**src/rtl/johnson_seq_ctrl.sv**
```systemverilog
// johnson_seq_ctrl
//
// Command-driven sequencer for a WIDTH-bit Johnson (twisted-ring) counter.
// A command (step count, direction, optional seed load) is accepted over a
// valid/ready handshake in IDLE. The register is then shifted once per
// non-held cycle in RUN, and a one-cycle done pulse follows in DONE.
//
// Parameters
//   WIDTH  Johnson register width (>= 2); sequence length 2*WIDTH
//   CNT_W  step-count width
//
// Ports
//   clk        clock, rising edge
//   rst        asynchronous active-low reset
//   cmd_valid  command offered
//   cmd_ready  command can be accepted (IDLE only)
//   cmd_steps  number of shifts to perform (0 allowed)
//   cmd_dir    0 = forward, 1 = reverse
//   cmd_load   load cmd_seed on acceptance
//   cmd_seed   load value
//   hold       freezes stepping while in RUN
//   dout       Johnson register
//   phase      one-hot phase decode of dout; all-zero when dout is illegal
//   busy       state != IDLE
//   done       one-cycle completion pulse
//   err        sticky illegal-seed flag
//
// Build option
//   JSEQ_ILLEGAL_RECOVERY_EN  when defined, an illegal seed is replaced by 0
//                             and err is raised until the next acceptance;
//                             otherwise the seed is loaded as-is and err = 0.

module johnson_seq_ctrl #(
  parameter int unsigned WIDTH = 4,
  parameter int unsigned CNT_W = 8
) (
  input  logic                 clk,
  input  logic                 rst,
  input  logic                 cmd_valid,
  output logic                 cmd_ready,
  input  logic [CNT_W-1:0]     cmd_steps,
  input  logic                 cmd_dir,
  input  logic                 cmd_load,
  input  logic [WIDTH-1:0]     cmd_seed,
  input  logic                 hold,
  output logic [WIDTH-1:0]     dout,
  output logic [2*WIDTH-1:0]   phase,
  output logic                 busy,
  output logic                 done,
  output logic                 err
);

  localparam int unsigned PW = $clog2(2 * WIDTH);
  localparam logic [2*WIDTH-1:0] PHASE0 = 1;

  typedef enum logic [1:0] {
    IDLE,
    RUN,
    DONE
  } state_t;

  state_t             state, state_n;
  logic [WIDTH-1:0]   dout_q, dout_n;
  logic [CNT_W-1:0]   rem_q, rem_n;
  logic               dir_q, dir_n;

  logic [PW-1:0]      ones_cnt;
  logic [PW-1:0]      phase_idx;
  logic               dout_legal;

  // A legal Johnson code has at most one bit transition across the word.
  function automatic logic is_legal(input logic [WIDTH-1:0] v);
    logic [PW-1:0] trans;
    trans = '0;
    for (int unsigned i = 0; i < WIDTH - 1; i++) begin
      trans = trans + PW'(v[i] ^ v[i+1]);
    end
    return trans < PW'(2);
  endfunction

  function automatic logic [WIDTH-1:0] shift_fwd(input logic [WIDTH-1:0] v);
    return {~v[0], v[WIDTH-1:1]};
  endfunction

  function automatic logic [WIDTH-1:0] shift_rev(input logic [WIDTH-1:0] v);
    return {v[WIDTH-2:0], ~v[WIDTH-1]};
  endfunction

  // Phase decode. With dout[0]=1 the index is WIDTH + zeros = 2*WIDTH - ones;
  // computed modulo 2^PW, which is exact since ones >= 1 in that case.
  always_comb begin
    ones_cnt = '0;
    for (int unsigned i = 0; i < WIDTH; i++) begin
      ones_cnt = ones_cnt + PW'(dout_q[i]);
    end
    phase_idx  = dout_q[0] ? (PW'(2 * WIDTH) - ones_cnt) : ones_cnt;
    dout_legal = is_legal(dout_q);
    phase      = dout_legal ? (PHASE0 << phase_idx) : '0;
  end

`ifdef JSEQ_ILLEGAL_RECOVERY_EN
  logic err_q, err_n;
`endif

  always_comb begin
    state_n = state;
    dout_n  = dout_q;
    rem_n   = rem_q;
    dir_n   = dir_q;
`ifdef JSEQ_ILLEGAL_RECOVERY_EN
    err_n   = err_q;
`endif
    unique case (state)
      IDLE: begin
        if (cmd_valid) begin
          rem_n = cmd_steps;
          dir_n = cmd_dir;
`ifdef JSEQ_ILLEGAL_RECOVERY_EN
          err_n = 1'b0;
          if (cmd_load) begin
            if (is_legal(cmd_seed)) begin
              dout_n = cmd_seed;
            end else begin
              dout_n = '0;
              err_n  = 1'b1;
            end
          end
`else
          if (cmd_load) begin
            dout_n = cmd_seed;
          end
`endif
          state_n = (cmd_steps != '0) ? RUN : DONE;
        end
      end
      RUN: begin
        if (!hold) begin
          dout_n = dir_q ? shift_rev(dout_q) : shift_fwd(dout_q);
          rem_n  = rem_q - CNT_W'(1);
          if (rem_q == CNT_W'(1)) begin
            state_n = DONE;
          end
        end
      end
      DONE: begin
        state_n = IDLE;
      end
      default: begin
        state_n = IDLE;
      end
    endcase
  end

  always_ff @(posedge clk or negedge rst) begin
    if (!rst) begin
      state  <= IDLE;
      dout_q <= '0;
      rem_q  <= '0;
      dir_q  <= 1'b0;
    end else begin
      state  <= state_n;
      dout_q <= dout_n;
      rem_q  <= rem_n;
      dir_q  <= dir_n;
    end
  end

`ifdef JSEQ_ILLEGAL_RECOVERY_EN
  always_ff @(posedge clk or negedge rst) begin
    if (!rst) begin
      err_q <= 1'b0;
    end else begin
      err_q <= err_n;
    end
  end
  assign err = err_q;
`else
  assign err = 1'b0;
`endif

  assign dout      = dout_q;
  assign cmd_ready = (state == IDLE);
  assign busy      = (state != IDLE);
  assign done      = (state == DONE);

endmodule

```
**config.mk**
```make
export PLATFORM = sky130hd
export DESIGN_NAME = johnson_seq_ctrl
export DESIGN_NICKNAME = d
export VERILOG_FILES = /design/src/rtl/johnson_seq_ctrl.sv
export SDC_FILE = /design/constraint.sdc
export NUM_CORES = 1
export LEC_CHECK = 0
export ABC_AREA = 1
export BUFFER_PORTS_ARGS = -buffer_cell sky130_fd_sc_hd__buf_2
export CORE_MARGIN = 2
export CORE_UTILIZATION = 48
export DETAILED_ROUTE_END_ITERATION = 12
export PLACE_DENSITY_LB_ADDON = 0.25
export SLEW_MARGIN = 20
export SYNTH_ARGS = -nofsm -noshare
export SYNTH_HDL_FRONTEND = slang
export SYNTH_SLANG_ARGS = --single-unit
```
**constraint.sdc**
```tcl
create_clock -name clk -period 2.7 [get_ports clk]
set_input_delay 0.675 -clock clk [delete_from_list [all_inputs] [get_ports clk]]
set_output_delay 0.675 -clock clk [all_outputs]
set_load 0.01 [all_outputs]
```
* After elaboration in Yosys (flattened, before gate mapping)
Index checks and enable logic that the tools add are counted.
** Storage, ports and cells
- Register bits :: 15
- Bits in latches :: 0
- Memory bits (writable) :: 0
- ROM bits :: 0
- Input port bits :: 18
- Output and inout port bits :: 16
- Memories :: 0
** Operators by class
- $add $sub $neg :: 7
- $mul :: 0
- Div/mod/pow operators :: 0
- $lt $le $gt $ge :: 1
- Equal/unequal tests :: 7
- Shifts and indexed selects :: 1
- Multiplexer cells :: 15
- Bitwise operators :: 5
- Reduce and logical (&&, ||, !) cells :: 8
** Operators by type and width (number)
- 2-to-1 mux 8 bit :: 3
- 2-to-1 mux 4 bit :: 4
- case mux 8 bit (2 select lines) :: 1
- equality test 8 x 1 -> 1 bit, second input constant :: 1
- 2-to-1 mux 2 bit :: 4
- case mux 4 bit (2 select lines) :: 1
- nonzero test 8 bit :: 1
- << shifter 1 x 3 -> 8 bit, first input constant :: 1
- subtractor 8 x 1 -> 8 bit, second input constant :: 1
- adder 2 x 1 -> 3 bit :: 2
- inequality test 2 bit, second input constant :: 3
- AND reduction 3 bit :: 2
- adder 1 x 1 -> 2 bit :: 2
- case mux 2 bit (2 select lines) :: 1
- AND reduction 4 bit :: 1
- nonzero test 2 bit :: 2
- adder 3 x 1 -> 3 bit :: 1
- less-than comparator 3 x 2 -> 1 bit, second input constant :: 1
- 2-to-1 mux 3 bit :: 1
- subtractor 1 x 3 -> 3 bit, first input constant :: 1
- XOR 1 bit :: 3
- equality test 2 x 1 -> 1 bit, second input constant :: 1
- equality test 2 bit, second input constant :: 1
- logical NOT 2 bit :: 1
- other kinds (3) :: 4

* Longest topological paths before layout
- Depth after elaboration :: 7
- Gate-level depth with buffers :: 11
- Gate-level depth less buffers :: 11

* Least setup slack after synthesis
No wires, ideal clock.
- Kind :: register to output
- From :: reg dout_q[0], in the netlist dout[0]
- To :: out phase[4]
- Arrival :: 1.960 ns
- Required time :: 2.025 ns
- Slack :: 0.065 ns
- Cell stages (with the launch flop) :: 12
- Path buffers :: 0
- Cells stage by stage :: dfrtp_1 > fa_1 > ha_1 > inv_1 > nand2_1 > nand2_1 > nand2_1 > nand2_1 > nand2_1 > nand2_1 > inv_2 > nor2_1
** Between the ends
- Longest elaborated chain between the ends :: 7
- Elaborated cells between the ends (all ways) :: 11
** Ends and longest elaborated chain
- from (decl) :: RTL line 63 : logic [WIDTH-1:0] dout_q, dout_n;
- from (signal assigned) :: RTL line 162 : dout_q <= dout_n;
- adder 1 x 1 -> 2 bit :: RTL line 94 : ones_cnt = ones_cnt + PW'(dout_q[i]);
- adder 2 x 1 -> 3 bit :: RTL line 94
- adder 3 x 1 -> 3 bit :: RTL line 94
- subtractor 1 x 3 -> 3 bit :: RTL line 96 : phase_idx = dout_q[0] ? (PW'(2 * WIDTH) - ones_cnt) : ones_cnt;
- 2-to-1 mux 3 bit :: RTL line 96
- << shifter 1 x 3 -> 8 bit :: RTL line 98 : phase = dout_legal ? (PHASE0 << phase_idx) : '0;
- 2-to-1 mux 8 bit (*) :: RTL line 98
- to (decl) :: RTL line 47 : output logic [2*WIDTH-1:0] phase,
Every way passes the cells marked *; elsewhere a longest branch is shown, timed or not.

* Worst setup path after layout
- From :: reg dout_q[3], in the netlist dout[3]
- To :: out phase[4]
** Between the ends
- Longest elaborated chain between the ends :: 5
- Elaborated cells between the ends (all ways) :: 8
** Ends and longest elaborated chain (RTL line)
- adder 3 x 1 -> 3 bit :: 94
- subtractor 1 x 3 -> 3 bit :: 96
- 2-to-1 mux 3 bit :: 96
- << shifter 1 x 3 -> 8 bit :: 98
- 2-to-1 mux 8 bit (*) :: 98
Marked as above.

==> impl_metrics.tcl <==
set metrics [dict create \
    status "complete, but fails checks" \
    violations "setup timing" \
    p_leak_nw 0.8452 \
    required_ns 2.03 \
    wl_per_cell_um 10.79 \
    synth-seq-cells 15 \
    crit_path_start_kind "flip-flop" \
    utilization 0.6141 \
    worst-path-max-fanout 5 \
    end_kind "output pin" \
    final_cells 263 \
    num_antenna_cells 0 \
    grt_max_degree 17 \
    start_util 0.5164 \
    synthesis.nets 222 \
    cts_root_buffer "clkbuf_4" \
    grtUsageMet3 0.01628 \
    dp.cells 257 \
    core_mm2 0.002522 \
    die_w_um 56.09 \
    clk_path_buf_depth 2 \
    cts_tree "built" \
    hp-class "in2async" \
    grt_use_met2 0.3176 \
    synth.avg_cell_area_um2 6.645 \
    p_total_mw 2.328 \
    cts_num_sinks 15 \
    grt_pass1_wl_um 4850 \
    io_buffers 32 \
    clock_skew_ns 0.006203 \
    ys_warn_count 0 \
    syn2layout_area_growth_pct 18.92 \
    nNetsFinal 260 \
    drv_cap 0 \
    clock.fmax_mhz 346.9 \
    power_density_mw_per_mm2 1503 \
    track_usage 0.1908 \
    period_needed_ns 2.882 \
    detail-route-antenna-nets 0 \
    routed-via-count 1278 \
    yosysUniqueCellTypes 26 \
    drt_first_pass_iters 4 \
    grt_pass1_vias 1138 \
    mappedNetlistArea_mm2 0.001302 \
    viasPerCell 4.859 \
    gp_congestion 0.8522 \
    drt_iter0_markers 38 \
    fin_ws_ns -0.1824 \
    clock_latency_ns 0.29 \
    ios 34 \
    layout-drive-gt1-share 0.2661 \
    synth_seq_area_share 0.2882 \
    cts_max_level 1 \
    vdd_drop_max_mv 0.9533 \
    grt-ovfl-total 0 \
    drv_slew 0 \
    grt_setup_unrepaired "yes" \
    critPathArrivalTime_ns 2.21 \
    antenna_found_initial 0 \
    place_hpwl_um 2119 \
    finalWirelength_um 2837 \
    syn_inst 196 \
    placementRows 18 \
    cts_hold_buf 0 \
    setup_viol 8 \
    die-height_um 56.09 \
    die_area_mm2 0.003146 \
    drc 0 \
    grt.busiest_layer "met2" \
    cts_buffers 3 \
    crit_type "reg2out" \
    use_met1 0.2475 \
    finalCritPeriodShare 1.068 \
    hold_violations 0 \
    path_clk_slew_ns 0.09 \
]
-- through the flow --
stage | area, um^2 | TNS [ns] | hold WS (ns) | worst slack (ns)
global route | 1549 | -2.359 | 0.2805 | -0.3231
floorplan | 1303 | 0 | 0.3794 | 0.06528
finish | 1549 | -1.265 | 0.2703 | -0.1824
CTS | 1539 | -1.299 | 0.2730 | -0.1818
global placement | 1485 | 0 | 0.5165 | 0.1046
detailed placement | 1485 | 0 | 0.5212 | 0.04320
-- worst max-delay path, cell delays in order (launching register included) --
cell and delay [ns]:
dfrtp_1 0.41, fa_1 0.60, ha_2 0.21, inv_2 0.04
nand2_2 0.07, nand2_4 0.07, nand2_2 0.06, nand3b_1 0.08
nand2_2 0.11, inv_2 0.06, nor2_1 0.09, buf_2 0.13
-- metal layers --
metal / share of wire / wire [um]
met5: 0 / 0
met3: 0.036 / 102
met1: 0.47 / 1320
met2: 0.47 / 1337
met4: 0.027 / 76
-- flip-flops by register name (all words and copies together), names as in the netlist --
register	flops
dir_q	1
dout	4
rem_q	8
state	2
-- placed cells by master (no fill, tap or decap), types with 2 or more instances in the layout --
cell type  netlist  routed
nand2_1         58      52
nor2_1          32      32
buf_2            0      32
inv_1           22      21
dfrtp_1         15      15
o21ai_1          9       9
o21ai_0          9       9
nand3_1          8       8
nand2_2          2       7
ha_1             7       6
inv_2            4       5
buf_4            2       5
a21oi_1          4       4
xor2_1           3       3
nand4_1          3       3
clkbuf_4         0       3
nor2_4           2       2
nand3b_1         2       2
o21ai_2          2       2
a21oi_2          2       2
o211ai_1         2       2
-- cell families (layout without fill, tap and decap cells) --
logic type                 Yosys count  after routing  share of synthesized area
AOI/OAI and AO/OA                   29             29                     0.1278
DFF                                 15             15                     0.2882
other                                1              1                   0.002879
buffers and inverters               30             67                     0.1037
xor gates and xnor gates             4              4                    0.02690
adders and majority gates            8              8                    0.08261
and+or+nand+nor                    109            109                     0.3679
-- synth_stat cells --
cell,number,area [um^2]
a31oi_1,1,6.260
xor2_1,3,26.28
ha_1,7,87.58
o211ai_1,2,15.01
a21oi_2,2,17.52
dfrtp_1,15,375.4
nand2_1,58,217.7
a21oi_1,4,20.02
nor2_8,1,20.02
nand3_1,8,40.04
nor3b_2,1,12.51
xnor2_1,1,8.760
nand2_2,2,12.51
nand4_1,3,18.77
conb_1,1,3.750
o21ai_1,9,45.04
buf_4,2,15.01
inv_1,22,82.58
fa_1,1,20.02
inv_2,4,15.01
nor2_1,32,120.1
nand3b_1,2,15.01
o21ai_0,9,45.04
buf_6,2,22.52
nor2_4,2,22.52
o21ai_2,2,17.52
-- report_power, final --
part           switching [mW]  total (mW)  internal [mW]  leakage (nW)
sequential              0.152       0.491          0.338         0.180
clock                  0.0772       0.135         0.0576        0.0150
combinational            1.03        1.70          0.673         0.651
-- cell type report --
type | count | area, um^2
tap | 30 | 37.54
inverter | 26 | 97.59
sequential | 15 | 375.4
fill | 234 | 973.4
timing repair buffer | 37 | 197.7
clock buffer | 4 | 26.28
multi-input combinational | 151 | 814.5
-- worst paths after layout --
path                                   endpoint  cells after the start  slack [ns]            startpoint
max                                    phase[4]                     11       -0.18   dout[3]$_DFFE_PN0P_
min reg2reg                rem_q[7]$_DFFE_PN0P_                      2        0.56  rem_q[7]$_DFFE_PN0P_
max reg2reg                 dout[1]$_DFFE_PN0P_                      7        1.15  state[0]$_DFFE_PN0P_
min in group clk           rem_q[7]$_DFFE_PN0P_                      2        0.56  rem_q[7]$_DFFE_PN0P_
max in group asynchronous     dir_q$_DFFE_PN0P_                      1        2.16                   rst
min                        rem_q[5]$_DFFE_PN0P_                      1        0.27                   rst
-- repair_timing --
item | 4_1_cts | 5_1_grt
pin swaps | 8 | 5
endpoints found under the setup margin | 8 | 8
resized for setup | 5 | 4
gates cloned | 0 | 0
setup buffers | 2 | 0
No activity file was read; power rests on OpenSTA's default activity.
